--- config.mk ---
export PLATFORM = sky130hd
export DESIGN_NAME = proc_fetch_inst_queue
export DESIGN_NICKNAME = d
export VERILOG_FILES = /design/src/rtl/proc_fetch_inst_queue.sv
export SDC_FILE = /design/constraint.sdc
export NUM_CORES = 1
export LEC_CHECK = 0
export ABC_AREA = 1
export CORE_ASPECT_RATIO = 1.25
export CORE_MARGIN = 5
export CORE_UTILIZATION = 50
export CTS_CLUSTER_DIAMETER = 200
export CTS_CLUSTER_SIZE = 24
export DETAILED_ROUTE_END_ITERATION = 7
export HOLD_SLACK_MARGIN = 0.15
export PLACE_DENSITY_LB_ADDON = 0.2
export SLEW_MARGIN = 20
export SYNTH_ARGS = -nofsm -noshare
export SYNTH_HDL_FRONTEND = slang
export SYNTH_SLANG_ARGS = --single-unit
export TNS_END_PERCENT = 10
--- constraint.sdc ---
create_clock -name clk -period 5 [get_ports clk]
set_input_delay 1 -clock clk [delete_from_list [all_inputs] [get_ports clk]]
set_output_delay 1 -clock clk [all_outputs]
set_load 0.02 [all_outputs]
--- src/rtl/proc_fetch_inst_queue.sv ---
// Fetch-side instruction queue: pairs imem responses with their request PCs,
// buffers them for decode and discards wrong-path responses after a squash.
module proc_fetch_inst_queue #(
    parameter int unsigned DEPTH = 2
) (
    input  logic        clk,
    input  logic        reset,
    input  logic        req_fire,
    input  logic [31:0] req_pc,
    output logic        req_rdy,
    input  logic        imemresp_val,
    output logic        imemresp_rdy,
    input  logic [31:0] imemresp_data,
    input  logic        squash,
    output logic        deq_val,
    input  logic        deq_rdy,
    output logic [31:0] deq_inst,
    output logic [31:0] deq_pc
);
    localparam int unsigned CW = $clog2(DEPTH + 1);
    localparam int unsigned SW = CW + 1;
    localparam int unsigned PW = (DEPTH > 1) ? $clog2(DEPTH) : 1;
    localparam int unsigned XW = 32;

    logic [XW-1:0] pend_pc [DEPTH];
    logic [XW-1:0] q_pc    [DEPTH];
    logic [XW-1:0] q_inst  [DEPTH];

    logic [PW-1:0] pend_wr, pend_rd, q_wr, q_rd;
    logic [PW-1:0] pend_wr_n, pend_rd_n, q_wr_n, q_rd_n;
    logic [CW-1:0] count, inflight, drop;
    logic [CW-1:0] count_n, inflight_n, drop_n;
    logic          req_rdy_q, req_rdy_n;

    logic accept, drop_resp, enq, deq;

    function automatic logic [PW-1:0] ptr_inc(input logic [PW-1:0] p);
        return (p == PW'(DEPTH - 1)) ? '0 : p + PW'(1);
    endfunction

    assign imemresp_rdy = reset;
    assign deq_val      = (count != '0);
    assign deq_pc       = q_pc[q_rd];
    assign deq_inst     = q_inst[q_rd];
    assign req_rdy      = req_rdy_q;

    assign accept    = imemresp_val && imemresp_rdy;
    assign drop_resp = accept && (drop != '0);
    assign enq       = accept && !drop_resp && !squash;
    assign deq       = deq_val && deq_rdy && !squash;

    // Next-state for counters and pointers; squash overrides queue activity.
    always_comb begin
        pend_wr_n  = pend_wr;
        pend_rd_n  = pend_rd;
        q_wr_n     = q_wr;
        q_rd_n     = q_rd;
        count_n    = count;
        drop_n     = drop;
        inflight_n = inflight + CW'(req_fire) - CW'(accept);

        if (req_fire) pend_wr_n = ptr_inc(pend_wr);
        if (accept)   pend_rd_n = ptr_inc(pend_rd);

        if (squash) begin
            q_wr_n  = '0;
            q_rd_n  = '0;
            count_n = '0;
            drop_n  = inflight - CW'(accept);
        end else begin
            if (enq) q_wr_n = ptr_inc(q_wr);
            if (deq) q_rd_n = ptr_inc(q_rd);
            count_n = count + CW'(enq) - CW'(deq);
            drop_n  = drop - CW'(drop_resp);
        end

        req_rdy_n = (SW'(inflight_n) + SW'(count_n)) < SW'(DEPTH);
    end

    always_ff @(posedge clk or negedge reset) begin
        if (!reset) begin
            pend_wr   <= '0;
            pend_rd   <= '0;
            q_wr      <= '0;
            q_rd      <= '0;
            count     <= '0;
            inflight  <= '0;
            drop      <= '0;
            req_rdy_q <= 1'b0;
        end else begin
            pend_wr   <= pend_wr_n;
            pend_rd   <= pend_rd_n;
            q_wr      <= q_wr_n;
            q_rd      <= q_rd_n;
            count     <= count_n;
            inflight  <= inflight_n;
            drop      <= drop_n;
            req_rdy_q <= req_rdy_n;
        end
    end

    // Payload storage needs no reset; validity is tracked by the counters.
    always_ff @(posedge clk) begin
        if (req_fire) pend_pc[pend_wr] <= req_pc;
        if (enq) begin
            q_pc[q_wr]   <= pend_pc[pend_rd];
            q_inst[q_wr] <= imemresp_data;
        end
    end

endmodule

==> results.cfg <==
[outcome]
status = finished clean

[setup_path]
cp.arrival_ps = 2540
r2r_slack_ps = 2680
path_class = in -> out
critPathCaptureType = primary output
r2r-end = req_rdy
cp.required_ps = 4000
critPathTopFamily = buffers and inverters
worstReg2RegStart = drop[1]
reg2reg_depth = 11
crit_top_cell = clkdlybuf4s50_1
slowest_stage = clkdlybuf4s50_1
startpoint_type = input pin
crit_fanout = 13
path_cells = clkdlybuf4s50_1, clkdlybuf4s50_1
critical_path_buf_inv_count = 2
slowest_delay_ps = 820

[timing]
finalSetupTns_ps = 0
final-setup-viol-count = 0
report.final.slew_viol_count = 0
worst_slew_pin_slew_ps = 976
period_share_pct = 70.9
rsz0062_at_grt = false
skew_ps = 19.1
layout_setup_ws_ps = 1460
slew_headroom_pct = 34.8
hold_viol_final = 0
fin_crit_ps = 3540
max_freq_mhz = 282

[worst_hold_path]
hold_depth = 2
hp-class = reg -> reg
hold_end = q_wr
hold_start = q_wr

[clock_network]
cts_buffer_depth = 3
cts_root_buf = clkbuf_16
tritoncts = yes
cts_sinks = 203
hold_buffers = 0
post-cts-setup-buffers = 0
clk_latency_ps = 460
cts_buffers = 12
clk_pin_slew_ps = 90
ctsResizeCount = 0
ctsHtreeMaxLevel = 1

[power_and_ir_drop]
ir_worst_vdd_mv = 0.273
switchingPower_w = 0.00112
p_int_w = 0.00294
clockPowerShare_pct = 24.0
p_leak_nw = 3.69
swShare_pct = 27.6
power_w = 0.00406
seqPwrFrac_pct = 54.9
combinationalPowerShare_pct = 21.1
pwr_density_cell_nw_per_um2 = 427

[floorplan]
start_util_pct = 51.1
dieArea_um2 = 17900
ioPinCount = 137
rows = 50
fp.dieW_um = 121
coreArea_um2 = 15000
dieHeight_um = 148

[grt]
grt_util_met1_pct = 18.2
grt_usage_pct = 15.9
met2_usage_pct = 29.6
grt_pass1_wl_um = 22500
grt_pass1_vias = 4489
grt_util_met3_pct = 2.93
overflow = 0
grt_max_degree = 66
antenna_found_initial = 0
busiest_layer = met2

[place]
gp_congestion = 0.743
dpl.hpwl_um = 9200
port-buffer-count = 136
place_ws_ps = 1060
placed_cells = 884

[synthesis]
yosys-top-cells-count = 312 x nand2_1, 192 x edfxtp_1, 17 x inv_1
yosysMostFrequentCell = nand2_1
synthCells = 583
synthDistinctLibCells = 17
ys_warn_count = 0
yosysTopAreaCellShare_pct = 75.2
synthesis.area_um2 = 7670
synthArstFlopShare_pct = 5.42
synth_largest_area_cell = edfxtp_1
yosysSeqAreaShare_pct = 78.7
synth_edf_count = 192
avgSynthCellArea_um2 = 13.2
synth-seq-cells = 203
synth.net_count = 659
ys_top_cells_by_area = edfxtp_1 75%, nand2_1 15%, dfrtp_1 3.6%
synthFlopType = edfxtp_1

[finish]
nets = 792
diodes = 0
syn_to_final_growth_pct = 23.8
final_cells = 901
drive_gt1_share_pct = 3.62

[drt]
wl_per_cell_um = 15.8
viasPerCell = 4.87
ant_nets = 0
drc_errors = 0
vias = 4388
routed_wirelength_um = 14300
drt_iter0_drc = 193
dr.pass1.iters = 4

[job]
drv_cap = 0
power by group through the flow:
stage | clock (W) | combinational (W) | sequential (W)
final | 0.000973 | 0.000856 | 0.00223
after global routing | 0.00107 | 0.000956 | 0.00225
after CTS | 0.00102 | 0.000875 | 0.00223
after detailed placement | 0 | 0.000874 | 0.00227
after global placement | 0 | 0.000848 | 0.00226
after floorplan | 0 | 0.000566 | 0.00222
placed cells by master (no fill, tap or decap), drive strengths merged, types with 2 or more instances in the layout:
| cell | count |
|---|---|
| xor2 | 4 |
| nand4 | 2 |
| clkdlybuf4s50 | 136 |
| nor2 | 7 |
| edfxtp | 192 |
| nand2 | 312 |
| nand3 | 5 |
| ha | 5 |
| dfrtp | 11 |
| inv | 19 |
| clkbuf | 16 |
| buf | 5 |
per-stage QoR:
| stage | util (%) | hold slack (ps) | area, µm² |
|---|---|---|---|
| global placement | 60.9 | 497 | 9140 |
| detailed placement | 60.9 | 507 | 9140 |
| global route | 63.2 | 558 | 9500 |
| CTS | 63.2 | 531 | 9500 |
| finish | 63.2 | 520 | 9500 |
| floorplan | - | 463 | 7670 |
state kept, by name, indices dropped and copies added (netlist names), 2 cells and up:
name,count
drop,2
pend_pc,64
inflight,2
q_inst,64
count,2
q_pc,64
worst max-delay path by stage:
stage,from,endpoint,slack [ps],cells past startpoint
2_1_floorplan,imemresp_val,q_inst[1][0],550,4
3_3_place_gp,reset,req_rdy,1200,13
3_5_place_dp,reset,req_rdy,1060,13
4_1_cts,reset,imemresp_rdy,1390,2
5_1_grt,reset,imemresp_rdy,1300,2
6_report,reset,imemresp_rdy,1460,2
per-layer routing:
| metal | wire length, µm | share of wire (%) | vias up |
|---|---|---|---|
| li1 | - | - | 2207 |
| met1 | 5640 | 40 | 2057 |
| met2 | 7580 | 53 | 101 |
| met3 | 696 | 4.9 | 23 |
| met4 | 361 | 2.5 | 0 |
| met5 | 0 | 0 | - |
logic make-up (layout without fill, tap and decap cells):
kind of cell / Yosys count / in the layout / synth area share (%)
xor gates and xnor gates: 5 / 5 / 0.571
buffers and inverters: 41 / 177 / 3.38
adders and majority gates: 6 / 6 / 1.08
and+or+nand+nor: 326 / 326 / 16.1
AOI/OAI and AO/OA: 2 / 2 / 0.130
DFF: 203 / 203 / 78.7
layout make-up:
type,count,area [µm²]
clock inverter,1,16.3
clock buffer,16,337
timing repair buffer,141,1410
tap,182,228
multi-input combinational,339,1390
fill,1160,5520
sequential,203,6040
inverter,19,73.8
Note: power is estimated with default switching activity, not from simulation.
